File: config.mk
export PLATFORM = sky130hd
export DESIGN_NAME = rr_select_arbiter4
export DESIGN_NICKNAME = d
export VERILOG_FILES = /design/src/rtl/rr_select_arbiter4.sv
export SDC_FILE = /design/constraint.sdc
export NUM_CORES = 1
export LEC_CHECK = 0
export ABC_AREA = 1
export CORE_MARGIN = 3
export CORE_UTILIZATION = 49
export DETAILED_ROUTE_END_ITERATION = 16
export PLACE_DENSITY = 0.79
export SYNTH_ARGS = -nofsm -noshare
export SYNTH_HDL_FRONTEND = slang
export SYNTH_SLANG_ARGS = --single-unit
File: constraint.sdc
create_clock -name clk -period 1.6 [get_ports clk]
set_input_delay 0.24 -clock clk [delete_from_list [all_inputs] [get_ports clk]]
set_output_delay 0.24 -clock clk [all_outputs]
set_load 0.02 [all_outputs]
File: src/rtl/rr_select_arbiter4.sv
// Round-robin arbiter driving the 2-bit select of a downstream 4:1 mux.
// Holds the grant for up to MAX_BURST accepted beats and acks each accepted beat.
module rr_select_arbiter4 #(
  parameter int unsigned MAX_BURST = 4
) (
  input  logic       clk,
  input  logic       rst,
  input  logic [3:0] req,
  output logic [3:0] ack,
  output logic [1:0] select,
  output logic       valid,
  input  logic       ready
);

  typedef enum logic {IDLE, GRANT} state_t;

  localparam logic [7:0] BURST_LIMIT = 8'(MAX_BURST);

  state_t     state_reg, state_next;
  logic [1:0] select_reg, select_next;
  logic [1:0] rr_ptr_reg, rr_ptr_next;
  logic [7:0] beat_cnt_reg, beat_cnt_next;

  logic [1:0] arb_base;
  logic [1:0] arb_idx;
  logic [1:0] winner;
  logic       any_req;
  logic       accept;
  logic       burst_end;

  // At end of burst the scan starts just past the current owner; from IDLE it uses rr_ptr.
  assign arb_base = (state_reg == GRANT) ? select_reg + 2'd1 : rr_ptr_reg;
  assign any_req  = |req;

  // Scan from the farthest offset down so the nearest requesting index wins last.
  always_comb begin
    winner  = arb_base;
    arb_idx = arb_base;
    for (int k = 3; k >= 0; k--) begin
      arb_idx = arb_base + 2'(k);
      if (req[arb_idx]) winner = arb_idx;
    end
  end

  // Outputs are forced low during reset so no beat is acknowledged in that cycle.
  assign valid  = !rst && (state_reg == GRANT) && req[select_reg];
  assign accept = valid && ready;
  assign select = select_reg;

  genvar gi;
  generate
    for (gi = 0; gi < 4; gi++) begin : g_ack
      assign ack[gi] = accept && (select_reg == 2'(gi));
    end
  endgenerate

  assign burst_end = (state_reg == GRANT) &&
                     (!req[select_reg] || (accept && (beat_cnt_reg + 8'd1 == BURST_LIMIT)));

  always_comb begin
    state_next    = state_reg;
    select_next   = select_reg;
    rr_ptr_next   = rr_ptr_reg;
    beat_cnt_next = beat_cnt_reg;
    case (state_reg)
      IDLE: begin
        if (any_req) begin
          select_next   = winner;
          beat_cnt_next = 8'd0;
          state_next    = GRANT;
        end
      end
      GRANT: begin
        if (burst_end) begin
          rr_ptr_next   = select_reg + 2'd1;
          beat_cnt_next = 8'd0;
          if (any_req) begin
            select_next = winner;
          end else begin
            state_next  = IDLE;
          end
        end else if (accept) begin
          beat_cnt_next = beat_cnt_reg + 8'd1;
        end
      end
      default: state_next = IDLE;
    endcase
  end

  always_ff @(posedge clk) begin
    if (rst) begin
      state_reg    <= IDLE;
      select_reg   <= 2'd0;
      rr_ptr_reg   <= 2'd0;
      beat_cnt_reg <= 8'd0;
    end else begin
      state_reg    <= state_next;
      select_reg   <= select_next;
      rr_ptr_reg   <= rr_ptr_next;
      beat_cnt_reg <= beat_cnt_next;
    end
  end

endmodule

==> results of run 1 <==
-- critical path, stage by stage (launching register included) --
cell and delay [ps]:
dfxtp_4 370, buf_4 110, nand2_1 60, nand3_2 100
nand4_1 190, buf_4 200, nor2_1 100, buf_4 160
-- routing by layer --
layer / track usage / vias to the layer above / wire [microns]
li1: - / 706 / -
met1: 0.241 / 667 / 1350
met2: 0.473 / 51 / 1760
met3: 0.0338 / 7 / 154
met4: 0.132 / 0 / 59
met5: 0 / - / 0
-- area by class of cell --
type,count,share of cell area
inverters,29,0.0694
clock buffers,3,0.0134
clock inverters,1,0.00299
repair buffers,45,0.219
well taps,27,0.0201
multi-input cells,156,0.513
flip-flops and latches,13,0.162
-- through the flow --
stage / setup slack (ps) / util / hold slack [ps] / std cells
after floorplan: 11.2 / - / 309 / 199
after detailed placement: -536 / 0.723 / 462 / 264
after CTS: -143 / 0.757 / 479 / 271
after global routing: -308 / 0.821 / 509 / 274
after global placement: -531 / 0.723 / 464 / 264
final: -204 / 0.821 / 484 / 274
-- how the worst max path moves through the flow --
stage / start / end / slack [ps] / cells after the start
global placement: req[3] / valid / -530 / 6
finish: select[0]$_SDFFE_PP0P_ / ack[2] / -200 / 7
detailed placement: req[3] / valid / -540 / 6
CTS: select[0]$_SDFFE_PP0P_ / select[0]$_SDFFE_PP0P_ / -140 / 18
global route: select[0]$_SDFFE_PP0P_ / ack[2] / -310 / 7
floorplan: select[0]$_SDFFE_PP0P_ / select[0]$_SDFFE_PP0P_ / 10 / 17
-- power by group through the flow --
stage                     registers [mW]  clock network (mW)  logic, mW
after CTS                          0.434               0.209       1.24
after floorplan                    0.470                   0      0.678
after global routing               0.452               0.226       1.59
final                              0.444               0.207       1.45
after detailed placement           0.441                   0       1.14
after global placement             0.441                   0       1.09
-- logic make-up (layout without fill, tap and decap cells) --
group	Yosys count	count (layout)	synth area share
AND/OR/NAND/NOR	135	135	0.501
buffers and inverters	30	78	0.113
AO/OA/AOI/OAI	13	13	0.0692
flip-flops	13	13	0.236
adder cells (fa/ha/maj)	5	5	0.0567
XOR/XNOR	3	3	0.0238
-- cell usage in the layout (no fill, tap or decap), types with 4 or more instances in the layout --
| cell type | synthesis | final |
|---|---|---|
| nand2_1 | 88 | 73 |
| buf_4 | 0 | 34 |
| inv_1 | 26 | 23 |
| nor2_1 | 22 | 18 |
| nand2_2 | 4 | 16 |
| nand3_1 | 15 | 12 |
| dfxtp_1 | 13 | 8 |
| inv_2 | 2 | 4 |
| nand2_4 | 1 | 4 |
| dlygate4sd2_1 | 0 | 4 |
-- timing repair --
item,in CTS,in global routing
hold buffers,0,0
pin swaps,21,17
buffers inserted,3,3
endpoints found under the setup margin,18,18
resized for setup,42,31
==> impl_metrics.tcl, run 1 <==
set metrics [dict create \
    first_global_vias 1346 \
    yosys_warnings 0 \
    die_x_microns 53.5 \
    clkSlewWorstSetupHoldPaths_ps 90 \
    p_int_mw 1.11 \
    r2r-start "select[0]$_SDFFE_PP0P_" \
    violations "setup timing" \
    yosysUniqueCellTypes 23 \
    final.fill_count 137 \
    slew_headroom 0.745 \
    row_count 16 \
    gp_congestion 0.800 \
    required_ps 1360 \
    seq_area_sq_um 272 \
    hold_class "reg2reg" \
    path_class "reg2out" \
    synth_top_area_cell "nand2_1" \
    vias_per_cell 5.22 \
    wl_per_cell_microns 12.1 \
    fin_ws_ps -204 \
    boundaryPins 14 \
    start_util 0.540 \
    largest_register_ff_count 8 \
    grt_usage 0.244 \
    pwr-share-seq 0.211 \
    arrival_ps 1560 \
    cts_sinks 13 \
    synthesis.area_sq_mm 0.00110 \
    hold_start "rr_ptr_reg[0]$_SDFFE_PP0P_" \
    rsz0062_at_grt "true" \
    drive_gt1_frac 0.348 \
    finalMaxSlewViolations 0 \
    synth_most_common_cell "nand2_1" \
    dieArea_sq_mm 0.00286 \
    synth_edf_count 0 \
    drc 0 \
    swShare 0.469 \
    synth_ff_type "dfxtp_1" \
    hold_viol_final 0 \
    async_flop_share 0 \
    syn-num-nets 211 \
    ctsLongestPathBuffers 2 \
    postRouteWirelength_microns 3330 \
    whs_endpoint "rr_ptr_reg[0]$_SDFFE_PP0P_" \
    fin_crit_ps 1800 \
    status "finished with violations" \
    r2r_end "select[0]$_SDFFE_PP0P_" \
    power_frac_comb 0.690 \
    syn_area_per_cell_sq_um 5.55 \
    cts_tree "yes" \
    ys_seq_area_frac 0.236 \
    grt_pass1_wl_microns 5200 \
    ys_top_cells_by_count "nand2_1, inv_1, nor2_1, nand3_1, dfxtp_1" \
    synthCells 199 \
    drtAntennaViolNets 0 \
    r2r_setup_slack_ps -150 \
    endpoint_kind "primary output" \
    drt_iter0_drc 55 \
    power.density_mw_per_mm2 1250 \
    multiInputGateArea_sq_um 861 \
    worstMarginPinSlew_ps 382 \
    drtPass1Iterations 5 \
    grt-ovfl-total 0 \
    total_power_mw 2.10 \
    synth_top_area_frac 0.299 \
    clock.fmax_mhz 554 \
    p_leak_nw 0.858 \
    fin_nets 260 \
    p_clk_frac 0.098 \
    whs_path_depth 2 \
    fin_area_sq_mm 0.00168 \
    switchingPower_mw 0.986 \
    ff2ff_path_depth 18 \
    antenna_cells 0 \
    dp_hpwl_microns 2300 \
    tns_ps -1440 \
    dpl_cell_area_sq_mm 0.00148 \
    fin_crit_sh 1.13 \
    htreeDepth 1 \
    die_h_microns 53.5 \
    cts-root-buf "clkbuf_4" \
    critPathLaunchType "flip-flop" \
    ir_drop_uv 796 \
    clock_latency_ps 280 \
    cts_made_buffers 3 \
    antenna_found_initial 0 \
    numPortBuffers 13 \
    maxCapViolCount 0 \
    coreArea_sq_mm 0.00204 \
    fin_skew_ps 7.57 \
    setup_violations 17 \
    worst-path-max-fanout 5 \
    synth_area_leaders "nand2_1, dfxtp_1, inv_1" \
    synth_seq_cells 13 \
    vias 1431 \
    area_growth_pct 51.9 \
    grt_max_degree 11 \
]
No activity file was read; power rests on OpenSTA's default activity.
==> run 2: changes to the inputs <==
--- a/config.mk
+++ b/config.mk
@@ -6,6 +6,7 @@
 export NUM_CORES = 1
 export LEC_CHECK = 0
 export ABC_AREA = 1
+export ABC_CLOCK_PERIOD_IN_PS = 1600
 export CORE_MARGIN = 3
 export CORE_UTILIZATION = 49
 export DETAILED_ROUTE_END_ITERATION = 16
==> results of run 2 <==
Final layout, timing and power as in run 1 (identical DEF).
==> run 3: changes to the inputs <==
--- a/config.mk
+++ b/config.mk
@@ -8,9 +8,10 @@
 export ABC_AREA = 1
 export ABC_CLOCK_PERIOD_IN_PS = 1600
 export CORE_MARGIN = 3
-export CORE_UTILIZATION = 49
+export CORE_UTILIZATION = 42
 export DETAILED_ROUTE_END_ITERATION = 16
-export PLACE_DENSITY = 0.79
+export GPL_ROUTABILITY_DRIVEN = 0
+export PLACE_DENSITY = 0.7
 export SYNTH_ARGS = -nofsm -noshare
 export SYNTH_HDL_FRONTEND = slang
 export SYNTH_SLANG_ARGS = --single-unit
==> impl_metrics.tcl, run 3 (synthesis results as in run 1) <==
set metrics [dict create \
    status "finished with violations" \
    violations "setup timing" \
    cts_sinks 13 \
    crit_chain "inv_4 > buf_6 > ha_4 > inv_2 > nand2_2 > nand2_4 > nand2_2 > nand2_2 > nand2_1 > nand2_1 > nand2_1 > nand2_1 > nand2_1 > nand2_1 > nand2_1 > nand2_1 > nand2_1 > nor2_1" \
    utilization 0.724 \
    ir_drop_uv 1010 \
    htreeDepth 1 \
    power.density_mw_per_mm2 1210 \
    first_global_vias 1298 \
    hold_class "reg2reg" \
    layout_commonest_cell "nand2_1" \
    setup_violations 15 \
    fin_nets 259 \
    critPathTopFamily "simple AND/OR/NAND/NOR gates" \
    drtPass1Iterations 4 \
    path_class "reg2reg" \
    numPortBuffers 13 \
    critPathMaxStageDelay_ps 390 \
    dp_slack_ps -513 \
    postRouteWirelength_microns 3080 \
    cp_common_cell "nand2_1" \
    vias 1340 \
    coreArea_sq_mm 0.00234 \
    start_util 0.472 \
    ctsLongestPathBuffers 2 \
    critPathBufInv 3 \
    row_count 17 \
    drc 0 \
    grt_max_degree 11 \
    cts-root-buf "clkbuf_4" \
    wl_per_cell_microns 11.2 \
    worst-path-max-fanout 5 \
    hold_viol_final 0 \
    fin_crit_sh 1.11 \
    arrival_ps 1960 \
    maxCapViolCount 0 \
    total_power_mw 2.05 \
    placed_cells 264 \
    fin_ws_ps -180 \
    drtAntennaViolNets 0 \
    boundaryPins 14 \
    p_leak_nw 0.840 \
    cts_made_buffers 3 \
    drt_iter0_drc 64 \
    rsz0062_at_grt "true" \
    required_ps 1780 \
    final.fill_count 203 \
    cts_hold_buf 0 \
    die_x_microns 57.3 \
    fin_skew_ps 6.80 \
    tns_ps -1510 \
    vias_per_cell 4.89 \
    clock.fmax_mhz 562 \
    antenna_cells 0 \
    mostFrequentLayoutCells "nand2_1, buf_4, inv_1" \
    largest_register_ff_count 8 \
    slew_headroom 0.757 \
    antenna_found_initial 0 \
    worstMarginPinSlew_ps 364 \
    cp_slowest_cell "dfxtp_4" \
    stdcell_count 274 \
    dp_hpwl_microns 2340 \
    grt_usage 0.190 \
    clkSlewWorstSetupHoldPaths_ps 90 \
    endpoint_kind "flip-flop" \
    drive_gt1_frac 0.358 \
    finalMaxSlewViolations 0 \
    fin_crit_ps 1780 \
    multiInputGateArea_sq_um 863 \
    grt-ovfl-total 0 \
    die_h_microns 57.3 \
    clock_latency_ps 280 \
    area_growth_pct 53.5 \
    cts_tree "yes" \
    grt_pass1_wl_microns 5100 \
    dieArea_sq_mm 0.00328 \
    seq_area_sq_um 270 \
    critPathLaunchType "flip-flop" \
]
==> run 3: where the power goes <==
group / internal (mW) / switching, mW
logic: 0.610 / 0.789
clock network: 0.0926 / 0.116
registers: 0.390 / 0.0511
total: 1.09 / 0.956
==> run 3: final cells by class <==
| cell class | instances | share of cell area |
|---|---|---|
| tap | 28 | 0.0207 |
| sequential | 13 | 0.160 |
| timing repair buffer | 44 | 0.225 |
| clock inverter | 1 | 0.00295 |
| clock buffer | 3 | 0.0133 |
| multi-input combinational | 156 | 0.510 |
| inverter | 29 | 0.0687 |
==> run 3: worst reg2reg max path: stages (launching register included) <==
cell	delay [ps]
dfxtp_4	390
inv_4	50
buf_6	120
ha_4	270
inv_2	40
nand2_2	60
nand2_4	80
nand2_2	80
nand2_2	70
nand2_1	60
nand2_1	50
nand2_1	50
nand2_1	70
nand2_1	60
nand2_1	40
nand2_1	50
nand2_1	40
nand2_1	50
nor2_1	40
==> run 3: repair_timing <==
action,CTS,global route
buffers inserted,4,4
setup endpoints to repair,15,17
pin swaps,15,6
resized for setup,53,31
==> run 3: routing by layer <==
metal	up-vias	GRT usage	part of all wire
li1	704	-	-
met4	0	0.0762	0.010
met3	4	0.0158	0.022
met2	29	0.367	0.54
met1	603	0.209	0.43
met5	-	0	0
==> run 3: stage by stage <==
step / hold WS (ps) / area, sq um
finish: 493 / 1690
global placement: 468 / 1470
CTS: 496 / 1570
floorplan: 309 / 1130
detailed placement: 480 / 1470
global route: 536 / 1690
==> run 3: final timing paths <==
check | start | to | slack [ps] | depth (start not counted)
setup / recovery | select[0]$_SDFFE_PP0P_ | select[0]$_SDFFE_PP0P_ | -180 | 18
hold / removal | rr_ptr_reg[0]$_SDFFE_PP0P_ | rr_ptr_reg[0]$_SDFFE_PP0P_ | 490 | 2
setup reg to reg | select[0]$_SDFFE_PP0P_ | select[0]$_SDFFE_PP0P_ | -180 | 18
hold reg to reg | rr_ptr_reg[0]$_SDFFE_PP0P_ | rr_ptr_reg[0]$_SDFFE_PP0P_ | 490 | 2
